==> config.mk <==
export PLATFORM = sky130hd
export DESIGN_NAME = lvds_frame_rx
export DESIGN_NICKNAME = d
export VERILOG_FILES = /design/src/rtl/lvds_frame_rx.sv
export SDC_FILE = /design/constraint.sdc
export NUM_CORES = 1
export LEC_CHECK = 0
export BUFFER_PORTS_ARGS = -buffer_cell sky130_fd_sc_hd__clkbuf_2
export CAP_MARGIN = 0
export CORE_MARGIN = 2
export CORE_UTILIZATION = 35
export DETAILED_ROUTE_END_ITERATION = 12
export SYNTH_ARGS = -nofsm -noshare
export SYNTH_HDL_FRONTEND = slang
export SYNTH_SLANG_ARGS = --single-unit
export TNS_END_PERCENT = 20
==> constraint.sdc <==
create_clock -name clk -period 2.95 [get_ports clk]
set_clock_uncertainty 0.05 [all_clocks]
set_input_delay 0.7375 -clock clk [delete_from_list [all_inputs] [get_ports clk]]
set_output_delay 0.7375 -clock clk [all_outputs]
set_load 0.05 [all_outputs]
==> src/rtl/lvds_frame_rx.sv <==
// Receive-side deframer for the 32-bit LVDS I/Q link: hunts for a frame start after an idle gap, then checks and unpacks the frame.
// Optional saturating bad-frame counter on port err_count when LVDS_RX_ERRCNT_EN is defined.
module lvds_frame_rx #(
  parameter int unsigned MIN_GAP = 4,
  parameter int unsigned CNT_W   = 16
) (
  input  logic              clk,
  input  logic              reset_n,
  input  logic              rx_en,
  input  logic [1:0]        rx_d,
  output logic [12:0]       sample_i,
  output logic [12:0]       sample_q,
  output logic              sample_valid,
  output logic              msg_end,
  output logic              frame_err,
  output logic              in_frame
`ifdef LVDS_RX_ERRCNT_EN
  ,
  output logic [CNT_W-1:0]  err_count
`endif
);

  if (MIN_GAP < 1 || MIN_GAP > 15 || CNT_W < 1) begin : g_param_check
    $error("lvds_frame_rx: MIN_GAP must be 1..15 and CNT_W at least 1");
  end

  typedef enum logic [1:0] {HUNT, COLLECT, CHECK} state_t;

  localparam logic [3:0] GAP_MAX = 4'(MIN_GAP);

  state_t      state;
  logic [3:0]  gap_cnt;
  logic [4:0]  slot_cnt;
  logic [31:0] shreg;
  logic        sync_ok;
  logic        is_data;
  logic        is_end;

  always_comb begin
    sync_ok = (shreg[31:30] == 2'b10) && (shreg[15:14] == 2'b01) && !shreg[0];
    is_data = sync_ok && shreg[16];
    is_end  = sync_ok && !shreg[16] && (shreg[29:17] == '0) && (shreg[13:1] == '0);
  end

  always_ff @(posedge clk or negedge reset_n) begin
    if (!reset_n) begin
      state        <= HUNT;
      gap_cnt      <= '0;
      slot_cnt     <= '0;
      shreg        <= '0;
      sample_i     <= '0;
      sample_q     <= '0;
      sample_valid <= 1'b0;
      msg_end      <= 1'b0;
      frame_err    <= 1'b0;
      in_frame     <= 1'b0;
    end else begin
      sample_valid <= 1'b0;
      msg_end      <= 1'b0;
      frame_err    <= 1'b0;
      case (state)
        HUNT: begin
          if (rx_en) begin
            if (rx_d == 2'b00) begin
              if (gap_cnt != GAP_MAX) gap_cnt <= gap_cnt + 4'd1;
            end else if (gap_cnt == GAP_MAX && rx_d == 2'b01) begin
              // Start dibit becomes the first two bits of a freshly cleared register
              shreg    <= {30'b0, rx_d[0], rx_d[1]};
              slot_cnt <= 5'd1;
              state    <= COLLECT;
              in_frame <= 1'b1;
            end else begin
              gap_cnt <= '0;
            end
          end
        end
        COLLECT: begin
          if (rx_en) begin
            shreg    <= {shreg[29:0], rx_d[0], rx_d[1]};
            slot_cnt <= slot_cnt + 5'd1;
            if (slot_cnt == 5'd15) state <= CHECK;
          end
        end
        CHECK: begin
          if (is_data) begin
            sample_i     <= shreg[29:17];
            sample_q     <= shreg[13:1];
            sample_valid <= 1'b1;
          end else if (is_end) begin
            msg_end <= 1'b1;
          end else begin
            frame_err <= 1'b1;
          end
          state    <= HUNT;
          gap_cnt  <= '0;
          in_frame <= 1'b0;
        end
        default: begin
          state    <= HUNT;
          in_frame <= 1'b0;
        end
      endcase
    end
  end

`ifdef LVDS_RX_ERRCNT_EN
  always_ff @(posedge clk or negedge reset_n) begin
    if (!reset_n) begin
      err_count <= '0;
    end else if (state == CHECK && !is_data && !is_end && err_count != '1) begin
      err_count <= err_count + 1'b1;
    end
  end
`endif

endmodule

# == Word level (Yosys, flattened, before mapping) ==
# Cells that the tools add are included.
# totals
inputBits,5
reg_bits,73
# op_classes
bitwise_logic,1
addsub,2
n_reduce_logical,20
mux,33
eq_ne,15
# op_table
operator,count
2-to-1 mux 32 bit,4
one-hot mux 32 bit (2 select lines),1
zero test 13 bit,2
2-to-1 mux 5 bit,4
2-to-1 mux 4 bit,4
2-to-1 mux 1 bit,11
2-to-1 mux 2 bit,5
!= test 2 bit (second input constant),5
one-hot mux 5 bit (2 select lines),1
AND reduction 5 bit,2
one-hot mux 4 bit (2 select lines),1
AND reduction 4 bit,2
logical AND 1 bit,7
== test 2 x 1 -> 1 bit (second input constant),3
!= test 3 bit (second input constant),2
adder 5 x 1 -> 5 bit (second input constant),1
== test 5 x 4 -> 1 bit (second input constant),1
adder 4 x 1 -> 4 bit (second input constant),1
== test 2 bit (second input constant),2
== test 4 x 3 -> 1 bit (second input constant),1
zero test 2 bit,2
!= test 4 x 3 -> 1 bit (second input constant),1
one-hot mux 2 bit (2 select lines),1
nonzero test 2 bit,2
other kinds (4),5

# == Logic depth before layout (Yosys ltp) ==
# depth
word_depth,9
depth_mapped,8
ltp_nobuf,6

# == Worst setup path after synthesis ==
# No wires, ideal clock.
# synth_timing
kind,input to register
from,input rx_d[1]
to,register slot_cnt[3]
path_slack_ns,1.112
setup_time_ns,0.121
stages,5
t_arrival_ns,1.668
n_path_buf,1
path_cell_list,and4bb_1 > a21oi_2 > or2_1 > buf_6 > a22o_1
# synth_via
elab_chain_cells,4
word_cells_on_any_way,6
cone_classes,3 x eq/ne; 3 x reduce/logical
# synth_rtl
element,line,text
start: declaration,10,"input logic [1:0] rx_d,"
== test 2 x 1 -> 1 bit,66,end else if (gap_cnt == GAP_MAX && rx_d == 2'b01) begin
logical AND 1 bit,66,
!= test 2 bit (no source line),n/a,
AND reduction 5 bit (no source line) (*),n/a,
end signal: assignment,80,slot_cnt <= slot_cnt + 5'd1;
end: declaration,33,logic [4:0] slot_cnt;
# Every way passes the cells marked *; elsewhere a longest branch is shown, timed or not.
# A chain may end at the register's enable or synchronous reset.

# == Worst setup path after layout ==
# layout_timing
from,register gap_cnt[0]
to,register shreg[7]
# layout_via
elab_chain_cells,4
# layout_rtl
element,line,text
start: declaration,32,logic [3:0] gap_cnt;
start signal: assignment,65,if (gap_cnt != GAP_MAX) gap_cnt <= gap_cnt + 4'd1;
== test 4 x 3 -> 1 bit,66,
logical AND 1 bit,66,
!= test 2 bit (no source line),n/a,
AND reduction 5 bit (no source line),n/a,
end signal: assignment,68,"shreg <= {30'b0, rx_d[0], rx_d[1]};"
end signal: assignment,79,"shreg <= {shreg[29:0], rx_d[0], rx_d[1]};"
end: declaration,34,logic [31:0] shreg;
# Every way passes these cells.

==> parameters.txt <==
Parameter                              Value

Clock tree
  Sink count of the clock tree    73
  Setup bufs post-CTS    0
  Skew-Pair Late Insertion Delay    0.34 ns
  Max Buffers Root-to-Sink    2
  CTS tree    built
  Number of H-tree levels    3
  Number of buffers inserted during clock tree synthesis    9
  Clk root buf    sky130_fd_sc_hd__clkbuf_8
  Hold-fix buffer count after cts    0
  Resized Gates After CTS    0
  CTS clk-pin slew, worst paths    0.08 ns

Power
  LEAKAGE    1.786 nW
  IR drop worst, VDD    0.3232 mV
  Pwr Total    2.209 mW
  Pwr/cell area    596.2 nW/um2

GRT
  Pin count of the biggest net entering global routing    74
  Global-route wire length before repair    11.26 mm
  Via count of the first global-routing pass    2217
  Initial antenna violation count    0
  Global routing usage summed across all routing layers    14.15%
  Congestion Overflow GR    0

Synth
  Largest family of logic cells by synthesized area    compound AO/OA/AOI/OAI gates
  List of most frequent post-synthesis cells    sky130_fd_sc_hd__dfrtp_1, sky130_fd_sc_hd__nand2_1, sky130_fd_sc_hd__o21ai_0, sky130_fd_sc_hd__o21ai_2, sky130_fd_sc_hd__mux2_2
  Synth top area share    56.31%
  Post-synthesis instance total    276
  Fraction of the yosys area taken by sequential cells    56.31%
  Post-synthesis async set-or-reset flop share    100.0%
  Synthesized-area fraction occupied by ao, oa, aoi and oai cells    15.93%
  Avg Synthesized Cell Area    11.75 um2
  XOR/XNOR share of the synthesized area    0%
  Flop and latch count out of synthesis    73
  Share of synthesized area spent on multiplexers    10.34%
  Cell type with the highest aggregate area in the netlist    sky130_fd_sc_hd__dfrtp_1
  Synth top area cells    sky130_fd_sc_hd__dfrtp_1, sky130_fd_sc_hd__mux2_2, sky130_fd_sc_hd__o21ai_2
  Warnings from Yosys    0
  Post-synthesis cell type count    40
  Most common flop cell mapped by yosys    sky130_fd_sc_hd__dfrtp_1
  Adder-cell share of the synthesized area    1.543%
  Most instantiated library cell after synthesis    sky130_fd_sc_hd__dfrtp_1
  EDFF count, synth    0
  Simple-Gate Fraction of Synth Area    11.80%
  Netlist area before placement    3244 um2
  Net count of the mapped netlist    285

Timing
  Number of failing hold endpoints at the final stage    0
  Setup Viol. Count Final    0
  Setup TNS Final    0 ns
  Max transition margin    71.98%
  Max-slew violation count    0
  Part of the cycle the worst path needs    70.34%
  Unrepaired setup endpoints after global routing    false
  Final Critical Period    2.075 ns
  Highest achievable clock rate    0.4819 GHz
  Slew of the pin with the lowest slew margin    0.4098 ns

Finish
  Share of layout cells above drive strength 1    37.58%
  Area occupied by multi-input gates    1287 um2
  Area occupied by registers    1827 um2
  Ant. Diodes    0
  Fillcell total    870
  Area growth from synthesis to layout    14.19%
  Final layout net count    318

Setup path
  Data required time of the critical path    3.13 ns
  Critical Path End Type    flip-flop
  Reg-to-reg setup timing slack    0.87 ns
  Crit path DAT    2.25 ns
  Reg-to-reg critical path startpoint    gap_cnt[0]
  Startpoint type of the worst setup path    flip-flop
  R2R cell count    7
  Endpoint of the lowest-slack register-to-register path    shreg[7]
  Maximum fanout count along the critical path    21
  Category of the critical setup timing path    flip-flop to flip-flop

Route
  Via count    2191
  Average wire per cell in the routed design    15.10 um
  Number of nets still failing antenna checks after routing    0
  Vias per Instance    5.155
  DRC violations left    0
  DRT iter0 DRCs    114
  Total Routed Length    6.419 mm
  Pre-Repair DR Iteration Count    4

Floorplan
  Starting Density    35.62%
  Die width    100.3 um
  Area of the core    9109 um2
  I/O pin count    35
  Rows    35
  Die ar.    10060 um2
  DIE HEIGHT    100.3 um

Placement
  Sum of net half-perimeters after detailed placement    4.162 mm
  Buffers on Ports    34
  Last weighted congestion value of the routability-driven placer    0.7420

Worst hold path
  Type of the tightest min-delay check    input port to async pin

Run
  Max_cap viols    0

Status
  Result of the run    finished clean
-- final cells by class --
cell class / instances / area share (%)
sequential: 73 / 49.31
multi-input combinational: 180 / 34.75
timing repair buffer: 39 / 5.944
tap: 111 / 3.749
clock buffer: 9 / 3.343
clock inverter: 7 / 2.297
inverter: 6 / 0.6079
-- flip-flops by register name, summed over array words and instances (netlist names) --
register,cells
slot_cnt,5
frame_err,1
sample_i,13
shreg,32
sample_q,13
state,2
msg_end,1
in_frame,1
sample_valid,1
gap_cnt,4
-- how the worst max path moves through the flow --
stage / cells past startpoint / start / endpoint
global route: 7 / gap_cnt[0] / shreg[11]
CTS: 7 / gap_cnt[0] / shreg[7]
floorplan: 5 / rx_d[1] / slot_cnt[3]
detailed placement: 6 / rx_d[1] / shreg[11]
global placement: 6 / rx_d[1] / shreg[21]
finish: 7 / gap_cnt[0] / shreg[7]
-- cell families after synthesis --
| group | after synthesis |
|---|---|
| adders and majority gates | 4 |
| AOI/OAI and AO/OA | 75 |
| muxes | 30 |
| and+or+nand+nor | 71 |
| DFF | 73 |
| buffers and inverters | 23 |
-- metal layers --
layer  vias up  global-route usage, %  part of all wire (%)
met2        44                  21.53                    46
li1       1043                      -                     -
met3         6                  4.805                   4.3
met1      1098                  19.44                    49
met4         0                  3.688                  0.58
met5         -                      0                     0
-- cell usage in the layout, fill, tap and decap left out, drive strengths merged --
cell / instances
dfrtp: 73
o21ai: 61
clkbuf: 42
nand2: 36
mux2: 28
inv: 6
buf: 6
clkinv: 5
nor4: 5
a21oi: 5
nor2: 4
nand2b: 4
ha: 4
nor2b: 4
nor3: 3
nand3: 3
and4: 2
or3: 2
mux2i: 2
a32o: 2
bufinv: 2
or4: 2
and3: 1
a2111oi: 1
and2: 1
and4bb: 1
nand4b: 1
a31oi: 1
a21boi: 1
a2bb2oi: 1
o22ai: 1
or2: 1
a21o: 1
a22o: 1
nor3b: 1
-- report_power, final --
part / internal [mW] / switching (mW) / total [mW] / leakage, nW
clock network: 0.469 / 0.373 / 0.841 / 0.113
registers: 1.05 / 0.0504 / 1.10 / 1.01
logic: 0.0849 / 0.185 / 0.270 / 0.668
total: 1.60 / 0.608 / 2.21 / 1.79
-- per-stage QoR --
step	std cells	area, um2	setup WS [ns]	utilization [%]	hold WS (ns)
after floorplan	276	3244	1.112	-	0.3919
after global placement	409	3496	0.6828	38.38	0.4286
after detailed placement	409	3496	0.6427	38.38	0.4463
after CTS	425	3705	0.8482	40.67	0.3687
after global routing	425	3705	0.6908	40.67	0.3726
final	425	3705	0.8749	40.67	0.3600
-- critical path, cell delays in order, from the launching register on --
cell and delay [ns]:
sky130_fd_sc_hd__dfrtp_1 0.38, sky130_fd_sc_hd__inv_1 0.07, sky130_fd_sc_hd__ha_1 0.19, sky130_fd_sc_hd__and4bb_1 0.22, sky130_fd_sc_hd__a21oi_2 0.16, sky130_fd_sc_hd__or2_2 0.36, sky130_fd_sc_hd__buf_4 0.42, sky130_fd_sc_hd__o21ai_2 0.10
Note: power is estimated with default switching activity, not from simulation.
